$ cat src/rtl/pkt_rr_sched.sv
// Packet-level round-robin scheduler.
// Shares one output stream between N per-source packet FIFOs. A grant is held
// for a whole packet. A length watchdog cuts off runaway packets and drains
// the rest of them so that one faulty source cannot lock the output.
//
// state    | meaning
// ---------+-----------------------------------------------------------
// ST_IDLE  | no owner; searching ptr+1 .. ptr+N for the next requester
// ST_XFER  | granted source forwards beats to the output
// ST_DRAIN | truncated packet: pop the source until its last beat, no output
// ST_GAP   | idle spacing after a packet end; nothing is granted
module pkt_rr_sched #(
    parameter int W       = 8,
    parameter int N       = 4,
    parameter int MAX_LEN = 1518,
    parameter int GAP     = 1
) (
    input  logic             clk,
    input  logic             rst,
    input  logic [N-1:0]     req_v_i,
    input  logic [N*W-1:0]   req_d_i,
    input  logic [N-1:0]     req_last_i,
    output logic [N-1:0]     req_ack_o,
    output logic             out_v_o,
    output logic [W-1:0]     out_d_o,
    output logic             out_last_o,
    input  logic             out_rdy_i,
    output logic [N-1:0]     grant_o,
    output logic             busy_o,
    output logic             abort_o
);

    localparam int IW = (N > 1) ? $clog2(N) : 1;
    localparam int LW = $clog2(MAX_LEN + 1);
    localparam int GW = (GAP > 1) ? $clog2(GAP) : 1;

    localparam logic [IW-1:0] PTR_RST  = IW'(N - 1);
    localparam logic [LW-1:0] LEN_TC   = LW'(MAX_LEN - 1);
    localparam logic [GW-1:0] GAP_LOAD = (GAP > 0) ? GW'(GAP - 1) : '0;

    typedef enum logic [1:0] {
        ST_IDLE,
        ST_XFER,
        ST_DRAIN,
        ST_GAP
    } state_t;

    // With no gap configured a finished packet goes straight back to arbitration.
    localparam state_t ST_END = (GAP > 0) ? ST_GAP : ST_IDLE;

    state_t          state_q;
    logic [N-1:0]    grant_q;
    logic [IW-1:0]   gidx_q;
    logic [IW-1:0]   ptr_q;
    logic [LW-1:0]   len_q;
    logic [GW-1:0]   gap_q;
    logic            abort_q;

    logic            sel_found_d;
    logic [IW-1:0]   sel_idx_d;
    logic [IW-1:0]   cand;
    logic [W-1:0]    req_d_arr [N];

    logic            cur_v;
    logic            cur_last;
    logic            len_tc;
    logic            in_xfer;
    logic            in_drain;
    logic            accept;

    // Unpack the flat data bus into one word per source.
    always_comb begin
        for (int i = 0; i < N; i++) begin
            req_d_arr[i] = req_d_i[i*W +: W];
        end
    end

    // Round-robin search starting one past the last owner.
    always_comb begin
        sel_found_d = 1'b0;
        sel_idx_d   = '0;
        cand        = '0;
        for (int i = 1; i <= N; i++) begin
            cand = IW'((int'(ptr_q) + i) % N);
            if (!sel_found_d && req_v_i[cand]) begin
                sel_found_d = 1'b1;
                sel_idx_d   = cand;
            end
        end
    end

    assign cur_v    = req_v_i[gidx_q];
    assign cur_last = req_last_i[gidx_q];
    assign len_tc   = (len_q == LEN_TC);
    assign in_xfer  = (state_q == ST_XFER);
    assign in_drain = (state_q == ST_DRAIN);

    // The output is a straight mux of the owner, so out_d stays put while the
    // source holds its data during a downstream stall.
    assign out_v_o    = in_xfer & cur_v;
    assign out_d_o    = req_d_arr[gidx_q];
    assign out_last_o = in_xfer & (cur_last | len_tc);
    assign accept     = out_v_o & out_rdy_i;

    // Pop the owner on an accepted beat, or unconditionally while draining.
    always_comb begin
        req_ack_o = '0;
        if ((in_xfer && out_rdy_i) || in_drain) begin
            req_ack_o[gidx_q] = cur_v;
        end
    end

    assign grant_o = grant_q;
    assign busy_o  = (state_q != ST_IDLE);
    assign abort_o = abort_q;

    // Scheduler state machine with registered grant, length and abort.
    always_ff @(posedge clk) begin
        if (rst) begin
            state_q <= ST_IDLE;
            grant_q <= '0;
            gidx_q  <= '0;
            ptr_q   <= PTR_RST;
            len_q   <= '0;
            gap_q   <= '0;
            abort_q <= 1'b0;
        end else begin
            abort_q <= 1'b0;
            case (state_q)
                ST_IDLE: begin
                    if (sel_found_d) begin
                        grant_q            <= '0;
                        grant_q[sel_idx_d] <= 1'b1;
                        gidx_q             <= sel_idx_d;
                        ptr_q              <= sel_idx_d;
                        state_q            <= ST_XFER;
                    end
                end
                ST_XFER: begin
                    if (accept) begin
                        // A real last beat wins over the watchdog on the same beat.
                        if (cur_last) begin
                            len_q   <= '0;
                            grant_q <= '0;
                            gap_q   <= GAP_LOAD;
                            state_q <= ST_END;
                        end else if (len_tc) begin
                            len_q   <= '0;
                            abort_q <= 1'b1;
                            state_q <= ST_DRAIN;
                        end else begin
                            len_q <= len_q + LW'(1);
                        end
                    end
                end
                ST_DRAIN: begin
                    if (cur_v && cur_last) begin
                        grant_q <= '0;
                        gap_q   <= GAP_LOAD;
                        state_q <= ST_END;
                    end
                end
                ST_GAP: begin
                    if (gap_q == '0) begin
                        state_q <= ST_IDLE;
                    end else begin
                        gap_q <= gap_q - GW'(1);
                    end
                end
                default: state_q <= ST_IDLE;
            endcase
        end
    end

    a_grant_onehot: assert property (@(posedge clk) disable iff (rst) $onehot0(grant_o));
    a_ack_onehot:   assert property (@(posedge clk) disable iff (rst) $onehot0(req_ack_o));

endmodule

$ cat config.mk
export PLATFORM = sky130hd
export DESIGN_NAME = pkt_rr_sched
export DESIGN_NICKNAME = d
export VERILOG_FILES = /design/src/rtl/pkt_rr_sched.sv
export SDC_FILE = /design/constraint.sdc
export NUM_CORES = 1
export LEC_CHECK = 0
export BUFFER_PORTS_ARGS = -buffer_cell sky130_fd_sc_hd__buf_2
export CELL_PAD_IN_SITES_DETAIL_PLACEMENT = 0
export CELL_PAD_IN_SITES_GLOBAL_PLACEMENT = 1
export CORE_UTILIZATION = 34
export CTS_CLUSTER_SIZE = 12
export DETAILED_ROUTE_END_ITERATION = 8
export MAX_ROUTING_LAYER = met4
export PLACE_DENSITY = 0.81
export SYNTH_ARGS = -nofsm -noshare
export SYNTH_HDL_FRONTEND = slang
export SYNTH_SLANG_ARGS = --single-unit
export TNS_END_PERCENT = 50
$ cat constraint.sdc
create_clock -name clk -period 2 [get_ports clk]
set_input_delay 0.2 -clock clk [delete_from_list [all_inputs] [get_ports clk]]
set_output_delay 0.2 -clock clk [all_outputs]
set_load 0.02 [all_outputs]
==> impl_metrics.py, run 1 <==
metrics = {
    "synthesis": {
        "ys_ff_latch": 22,
        "synth.yosys.seq_area_share_pct": 30.4,
        "ys_dominant_reg_cell": "dfxtp_1",
        "synth_edf_count": 0,
        "synth_area_leader_cell": "dfxtp_1",
        "yosys_warnings": 0,
        "ys_top_cells_by_area": "dfxtp_1 30%, mux4_2 12%, ha_1 5.2%",
        "synthDominantCellAreaShare_pct": 30.4,
        "netlist_instances": 155,
        "synth_area_um2": 1450,
        "avgSynthCellArea_um2": 9.35,
        "async_flop_share_pct": 0,
        "synth.distinct_cells": 41,
        "syn_nets": 204,
    },
    "place": {
        "dp_hpwl_um": 2810,
        "io_buffer_count": 62,
        "post_dp_cell_area_um2": 1840,
        "gp_congestion": 0.804,
    },
    "layout": {
        "final_nets": 274,
        "num-fill-cells": 405,
        "final_common_cell": "buf_2",
        "syn2layout_area_growth_pct": 34.4,
        "multi_input_area_um2": 967,
        "diodes": 0,
        "final_cell_area_um2": 1950,
        "regArea_um2": 442,
        "utilization_pct": 48.0,
        "mostFrequentLayoutCells": "62 x buf_2, 21 x dfxtp_1, 15 x nor2_1, 15 x nand2_1, 9 x buf_4",
        "final_layout_size_suffix_gt1_share_pct": 39.3,
    },
    "route": {
        "drtAntennaViolNets": 0,
        "viasPerCell": 5.02,
        "drc": 0,
        "initialDrtViolationCount": 70,
        "wire_per_inst_um": 12.8,
        "first_pass_iters": 4,
        "wirelength_um": 3520,
        "vias": 1376,
    },
    "cts": {
        "holdBufCountCts": 0,
        "h-tree-depth": 1,
        "cts_buffers": 3,
        "clock-sinks": 22,
        "cts-root-buf": "clkbuf_8",
        "clock_latency_ns": 0.27,
        "ctsLongestPathBuffers": 2,
        "cts_tree": "yes",
        "clk_pin_slew_ns": 0.08,
    },
    "setup_path": {
        "crit_type": "reg -> out",
        "critPathSlowestCell": "mux4_2",
        "end_kind": "primary output",
        "startpoint_type": "flop",
        "crit_required_ns": 1.80,
        "cp_slowest_stage_delay_ns": 0.60,
        "cp.arrival_ns": 1.73,
        "path_cells": "mux4_2, a41oi_2, nor2b_1, buf_2",
        "path_max_fanout": 5,
    },
    "sta": {
        "hold_violations": 0,
        "rsz0062_at_grt": "no",
        "worst_slew_pin_slew_ns": 0.310,
        "slew_headroom_pct": 79.1,
        "fin_crit_ns": 1.93,
        "finalSetupViolCount": 0,
        "fin_crit_sh_pct": 96.6,
        "fin_setup_tns_ns": 0,
        "timing.hold.ws_ns": 0.218,
        "maxSlewViolCount": 0,
        "skew_ns": 0.00734,
        "fmax_ghz": 0.518,
    },
    "die": {
        "coreArea_um2": 4060,
        "start_util_pct": 35.7,
        "die_h_um": 67.3,
        "ioPinCount": 63,
        "rows": 23,
        "design.die.area_um2": 4530,
        "die_width_um": 67.3,
    },
    "power_and_ir_drop": {
        "ir_drop_mv": 0.595,
        "p_per_area_nw_per_um2": 1100,
        "p_leak_nw": 0.867,
    },
    "hold_path": {
        "hp-class": "in -> reg",
    },
    "job": {
        "drv_cap": 0,
    },
    "status": {
        "status": "finished, final reports clean",
    },
    "global_route": {
        "grt.overflow.total": 0,
        "antenna_found_initial": 0,
        "grt_max_degree": 14,
        "grt_pass1_vias": 1211,
        "grt.total_usage_pct": 15.8,
        "grt_first_pass_wirelength_um": 5290,
    },
}
==> kinds of logic (layout without fill, tap and decap cells) <==
group	count (synthesis)	after routing	synth area share, %
xor+xnor	8	8	4.84
compound gates	25	25	12.5
buf+inv	13	82	4.06
flops	22	22	30.4
fa+ha+maj	6	6	5.18
simple gates	66	66	23.5
mux	15	15	19.5
==> cell type report <==
class                      count  area share (%)
sequential                    22            22.7
tap                           50            3.21
inverter                       7            1.35
timing repair buffer          71            19.4
clock inverter                 1            1.54
clock buffer                   3            2.12
multi-input combinational    120            49.7
==> metal layers <==
layer / track usage (%) / up-vias / share of wire, %
met5: - / - / 0
met4: 1.60 / 0 / 0.34
met3: 4.73 / 2 / 3.4
met2: 25.4 / 22 / 48
met1: 20.0 / 643 / 48
li1: - / 709 / -
==> Yosys cell counts (all sizes together) (2+ instances only) <==
| library cell | count |
|---|---|
| o21ai | 6 |
| and3 | 4 |
| nand2 | 15 |
| ha | 6 |
| xnor2 | 2 |
| nor3 | 2 |
| clkbuf | 3 |
| mux2i | 5 |
| inv | 7 |
| or3 | 2 |
| nand3b | 2 |
| dfxtp | 22 |
| a21o | 2 |
| nor2 | 15 |
| a21oi | 6 |
| nand3 | 5 |
| mux4 | 10 |
| nor2b | 3 |
| and2 | 4 |
| xor2 | 6 |
| buf | 3 |
| nor3b | 2 |
| nor4 | 2 |
| nand4 | 5 |
| nand2b | 3 |
==> worst max-delay path: cells and delay by family (launching register included) <==
| kind | cells | cell delay, ns |
|---|---|---|
| flops | 1 | 0.39 |
| simple gates | 1 | 0.08 |
| buf+inv | 1 | 0.16 |
| compound gates | 1 | 0.23 |
| mux | 1 | 0.60 |
==> registers in the layout, indices dropped and copies added, names as in the netlist <==
register and count:
abort_o 1, len_q 11, state_q 2, grant_o 4, ptr_q 2, gidx_q 2
==> per-stage QoR <==
stage	setup slack [ns]	power, W	cells
3_3_place_gp	0.203	0.00169	268
6_report	0.0688	0.00214	274
3_5_place_dp	0.156	0.00169	268
5_1_grt	0.0108	0.00228	274
2_1_floorplan	0.153	0.00139	155
4_1_cts	0.0229	0.00214	274
==> timing repair <==
item,CTS,global route
setup endpoints to repair,4,6
pin swaps,0,0
setup buffers,2,0
gates resized for setup,0,6
==> power by group <==
part | internal [W] | leakage [nW] | total, W | switching [W]
Combinational | 0.000520 | 0.651 | 0.00112 | 0.000600
Sequential | 0.000520 | 0.179 | 0.000591 | 0.0000712
Clock | 0.000268 | 0.0357 | 0.000425 | 0.000157
==> worst paths after layout <==
path                            cells past startpoint  slack, ns  startpoint          to
worst max-delay path                                4       0.07   gidx_q[0]  out_last_o
worst min-delay path                                2       0.22         rst   gidx_q[0]
worst max register to register                      7       0.19   gidx_q[0]    len_q[3]
worst min register to register                      2       0.47  grant_o[0]  grant_o[0]
Power figures use the tool's default switching activity.
==> run 2: changes to the inputs <==
--- a/config.mk
+++ b/config.mk
@@ -9,6 +9,7 @@
 export CELL_PAD_IN_SITES_DETAIL_PLACEMENT = 0
 export CELL_PAD_IN_SITES_GLOBAL_PLACEMENT = 1
 export CORE_UTILIZATION = 34
+export CTS_CLUSTER_DIAMETER = 100
 export CTS_CLUSTER_SIZE = 12
 export DETAILED_ROUTE_END_ITERATION = 8
 export MAX_ROUTING_LAYER = met4
==> constraint.sdc (replaced) <==
create_clock -name clk -period 2.1 [get_ports clk]
set_input_delay 0.21 -clock clk [delete_from_list [all_inputs] [get_ports clk]]
set_output_delay 0.21 -clock clk [all_outputs]
set_load 0.02 [all_outputs]
==> impl_metrics.py, run 2 (synthesis results as in run 1) <==
metrics = {
    "status": {
        "status": "finished, final reports clean",
    },
    "power_and_ir_drop": {
        "p_per_area_nw_per_um2": 1010,
        "p_clk_share_pct": 15.6,
        "netSwitchingFraction_pct": 40.7,
        "p_seq_share_pct": 29.0,
        "power_frac_comb_pct": 55.4,
        "p_sw_w": 0.000793,
        "cell_internal_pwr_w": 0.00116,
        "ir_drop_mv": 0.706,
        "finalPower_w": 0.00195,
        "p_leak_nw": 0.855,
    },
    "cts": {
        "cts-root-buf": "clkbuf_8",
        "clk_pin_slew_ns": 0.08,
        "clock_latency_ns": 0.26,
        "cts_buffers": 3,
        "holdBufCountCts": 0,
        "h-tree-depth": 1,
        "clock-sinks": 22,
        "cts_tree": "yes",
        "ctsLongestPathBuffers": 2,
    },
    "layout": {
        "regArea_um2": 442,
        "num-fill-cells": 421,
        "utilization_pct": 47.3,
        "final_common_cell": "buf_2",
        "multi_input_area_um2": 965,
        "diodes": 0,
        "final_layout_size_suffix_gt1_share_pct": 39.0,
        "syn2layout_area_growth_pct": 32.6,
        "final_nets": 273,
        "final_cell_area_um2": 1920,
        "mostFrequentLayoutCells": "62 x buf_2, 21 x dfxtp_1, 15 x nor2_1, 15 x nand2_1",
        "largest_reg_flops": 11,
        "largest_register": "len_q",
    },
    "global_route": {
        "grt-busiest-layer": "met2",
        "grt.total_usage_pct": 16.6,
        "grt_pass1_vias": 1241,
        "met1_usage_pct": 21.7,
        "grt_max_degree": 14,
        "grt.overflow.total": 0,
        "antenna_found_initial": 0,
        "met3_usage_pct": 4.39,
        "grt_first_pass_wirelength_um": 5540,
        "met2_usage_pct": 26.6,
    },
    "setup_path": {
        "crit_type": "reg -> out",
        "reg2reg_slack_ns": 0.21,
        "startpoint_type": "flop",
        "cp.arrival_ns": 1.77,
        "rr_worst_depth": 6,
        "reg2reg_from": "len_q[0]",
        "rr_endpoint": "state_q[0]",
        "end_kind": "primary output",
        "path_max_fanout": 4,
        "crit_required_ns": 1.89,
    },
    "place": {
        "io_buffer_count": 62,
        "place_ws_ns": 0.243,
        "post_dp_cell_area_um2": 1830,
        "gp_congestion": 0.852,
        "dp_hpwl_um": 2940,
    },
    "sta": {
        "fin_ws_ns": 0.122,
        "fin_setup_tns_ns": 0,
        "fin_crit_ns": 1.98,
        "worst_slew_pin_slew_ns": 0.421,
        "rsz0062_at_grt": "no",
        "maxSlewViolCount": 0,
        "hold_violations": 0,
        "finalSetupViolCount": 0,
        "skew_ns": 0.00271,
        "fmax_ghz": 0.506,
        "slew_headroom_pct": 71.6,
        "fin_crit_sh_pct": 94.2,
    },
    "route": {
        "viasPerCell": 5.03,
        "wire_per_inst_um": 13.4,
        "drc": 0,
        "first_pass_iters": 6,
        "vias": 1373,
        "initialDrtViolationCount": 69,
        "wirelength_um": 3660,
        "drtAntennaViolNets": 0,
    },
    "job": {
        "drv_cap": 0,
    },
    "die": {
        "coreArea_um2": 4060,
        "rows": 23,
        "start_util_pct": 35.7,
        "die_width_um": 67.3,
        "die_h_um": 67.3,
        "ioPinCount": 63,
        "design.die.area_um2": 4530,
    },
    "hold_path": {
        "hold_start": "rst",
        "hp-class": "in -> reg",
        "min_to": "gidx_q[0]",
        "hold_depth": 2,
    },
}
==> run 2: cell types whose count changed in the layout (fill, tap and decap cells not counted), sizes merged <==
cell,previous run,this run
buf,71,70
bufinv,1,0
clkbuf,3,4
==> run 2: worst max-delay path, cell delays in order (launching register included) <==
cell and delay (ns):
dfxtp_1 0.39, ha_1 0.16, nor4bb_1 0.42, a41oi_2 0.19
nor2b_1 0.17, buf_2 0.18
==> run 2: metal layers <==
metal / wire length [µm] / share of wire [%]
met1: 1690 / 46
met2: 1820 / 50
met3: 139 / 3.8
met4: 15 / 0.41
met5: 0 / 0
==> run 2: power groups by stage <==
stage | logic, W | clock network (W) | registers, W
6_report | 0.00108 | 0.000305 | 0.000565
2_1_floorplan | 0.000736 | 0 | 0.000587
3_5_place_dp | 0.00104 | 0 | 0.000568
4_1_cts | 0.00105 | 0.000318 | 0.000559
3_3_place_gp | 0.00103 | 0 | 0.000569
5_1_grt | 0.00118 | 0.000329 | 0.000579
==> run 2: layout make-up <==
type	count	share of cell area, %
Multi-Input combinational cell	120	50.2
Sequential cell	22	23.0
Clock buffer	4	2.87
Inverter	7	1.37
Timing Repair Buffer	70	19.3
Tap cell	50	3.26
==> run 2: how the worst max path moves through the flow <==
stage,start,end,slack [ns]
global route,len_q[0],out_last_o,0.02
finish,len_q[0],out_last_o,0.12
CTS,gidx_q[0],req_ack_o[3],0.02
global placement,len_q[0],state_q[0],0.29
floorplan,gidx_q[0],req_ack_o[2],0.24
detailed placement,len_q[0],state_q[0],0.24
==> run 2: timing repair <==
item / in CTS / in global routing
setup buffers: 0 / 2
endpoints found under the setup margin: 1 / 4
gates resized for setup: 1 / 3
==> run 2: stage by stage <==
stage	hold WS, ns	cells
floorplan	0.452	155
global placement	0.449	267
detailed placement	0.448	267
CTS	0.217	271
global route	0.236	273
finish	0.222	273
==> run 3: changes to the inputs <==
--- a/config.mk
+++ b/config.mk
@@ -14,6 +14,7 @@
 export DETAILED_ROUTE_END_ITERATION = 8
 export MAX_ROUTING_LAYER = met4
 export PLACE_DENSITY = 0.81
+export RECOVER_POWER = 50
 export SYNTH_ARGS = -nofsm -noshare
 export SYNTH_HDL_FRONTEND = slang
 export SYNTH_SLANG_ARGS = --single-unit
==> impl_metrics.py, run 3 (synthesis results as in run 1) <==
metrics = {
    "layout": {
        "largest_register": "len_q",
        "utilization_pct": 47.0,
        "final_layout_size_suffix_gt1_share_pct": 35.4,
        "diodes": 0,
        "syn2layout_area_growth_pct": 31.5,
        "multi_input_area_um2": 965,
        "final_nets": 273,
        "final_common_cell": "buf_2",
        "final_cell_area_um2": 1910,
        "largest_reg_flops": 11,
        "num-fill-cells": 422,
        "mostFrequentLayoutCells": "56 x buf_2, 21 x dfxtp_1, 15 x nor2_1, 15 x nand2_1",
        "regArea_um2": 442,
    },
    "route": {
        "viasPerCell": 5.07,
        "wirelength_um": 3650,
        "wire_per_inst_um": 13.4,
        "first_pass_iters": 6,
        "drc": 0,
        "drtAntennaViolNets": 0,
        "initialDrtViolationCount": 88,
        "vias": 1383,
    },
    "sta": {
        "fmax_ghz": 0.508,
        "skew_ns": 0.00214,
        "worst_slew_pin_slew_ns": 0.416,
        "maxSlewViolCount": 0,
        "slew_headroom_pct": 71.9,
        "fin_crit_sh_pct": 93.7,
        "fin_crit_ns": 1.97,
        "finalSetupViolCount": 0,
        "rsz0062_at_grt": "no",
        "hold_violations": 0,
        "fin_setup_tns_ns": 0,
    },
    "setup_path": {
        "crit_required_ns": 1.89,
        "critPathSlowestCell": "nor4bb_1",
        "cp.arrival_ns": 1.76,
        "startpoint_type": "flop",
        "path_cells": "ha_1, nor4bb_1, a41oi_2, nor2b_1, buf_2",
        "cp_slowest_stage_delay_ns": 0.41,
        "path_max_fanout": 4,
        "end_kind": "primary output",
        "crit_type": "reg -> out",
    },
    "global_route": {
        "grt.overflow.total": 0,
        "grt_pass1_vias": 1241,
        "grt_max_degree": 14,
        "met1_usage_pct": 21.7,
        "met3_usage_pct": 4.39,
        "met2_usage_pct": 26.6,
        "grt.total_usage_pct": 16.6,
        "grt-busiest-layer": "met2",
        "grt_first_pass_wirelength_um": 5540,
        "antenna_found_initial": 0,
    },
    "job": {
        "drv_cap": 0,
    },
    "power_and_ir_drop": {
        "finalPower_w": 0.00194,
        "ir_drop_mv": 0.705,
        "p_leak_nw": 0.823,
        "p_per_area_nw_per_um2": 1020,
    },
    "cts": {
        "holdBufCountCts": 0,
        "clk_pin_slew_ns": 0.08,
        "ctsLongestPathBuffers": 2,
        "cts_buffers": 3,
        "clock-sinks": 22,
        "clock_latency_ns": 0.26,
        "cts-root-buf": "clkbuf_8",
        "cts_tree": "yes",
        "h-tree-depth": 1,
    },
    "place": {
        "io_buffer_count": 62,
        "post_dp_cell_area_um2": 1830,
        "dp_hpwl_um": 2940,
        "gp_congestion": 0.852,
    },
    "die": {
        "coreArea_um2": 4060,
        "die_width_um": 67.3,
        "start_util_pct": 35.7,
        "design.die.area_um2": 4530,
        "ioPinCount": 63,
        "die_h_um": 67.3,
        "rows": 23,
    },
    "hold_path": {
        "hp-class": "in -> reg",
    },
    "status": {
        "status": "finished, final reports clean",
    },
}
## run 3: cell count changes in the layout (fill, tap and decap cells not counted), sizes merged
cell,delta
clkbuf,+8
buf,-8
## run 3: metrics by stage
step	setup WS [ns]	hold WS [ns]	std cells
after floorplan	0.243	0.452	155
after global placement	0.287	0.449	267
after detailed placement	0.243	0.448	267
after CTS	0.0195	0.217	271
after global routing	0.0274	0.236	273
final	0.132	0.222	273
## run 3: per-layer routing
metal  up-vias  share of wire, %
met4         0              0.41
met2        29                50
met5         -                 0
met1       645                46
li1        707                 -
met3         2               3.9
## run 3: critical path, delay by kind of cell (launching register included)
kind	cells	cell delay, ns
simple gates	2	0.57
buf+inv	1	0.18
fa+ha+maj	1	0.16
compound gates	1	0.19
flops	1	0.39
## run 3: final timing paths
check             slack, ns        from         end  cells past startpoint
hold reg to reg        0.47  grant_o[2]  grant_o[2]                      2
setup reg to reg       0.22    len_q[0]  state_q[0]                      6
setup / recovery       0.13    len_q[0]  out_last_o                      5
hold / removal         0.22         rst   gidx_q[0]                      2
## run 3: report_power, final
group	total [W]	internal [W]	switching, W
registers	0.000565	0.000496	0.0000699
clock network	0.000305	0.000167	0.000138
logic	0.00107	0.000480	0.000586
## run 3: final cells by class
cell class	instances	share of cell area, %
repair buffers	70	18.6
inverters	7	1.38
flip-flops and latches	22	23.2
clock buffers	4	2.89
multi-input cells	120	50.6
well taps	50	3.28
## run 3: repair_timing
action / in CTS / in global routing
buffers inserted: 0 / 2
setup endpoints to repair: 1 / 4
gates cloned: 0 / 0
gates resized for setup: 1 / 3
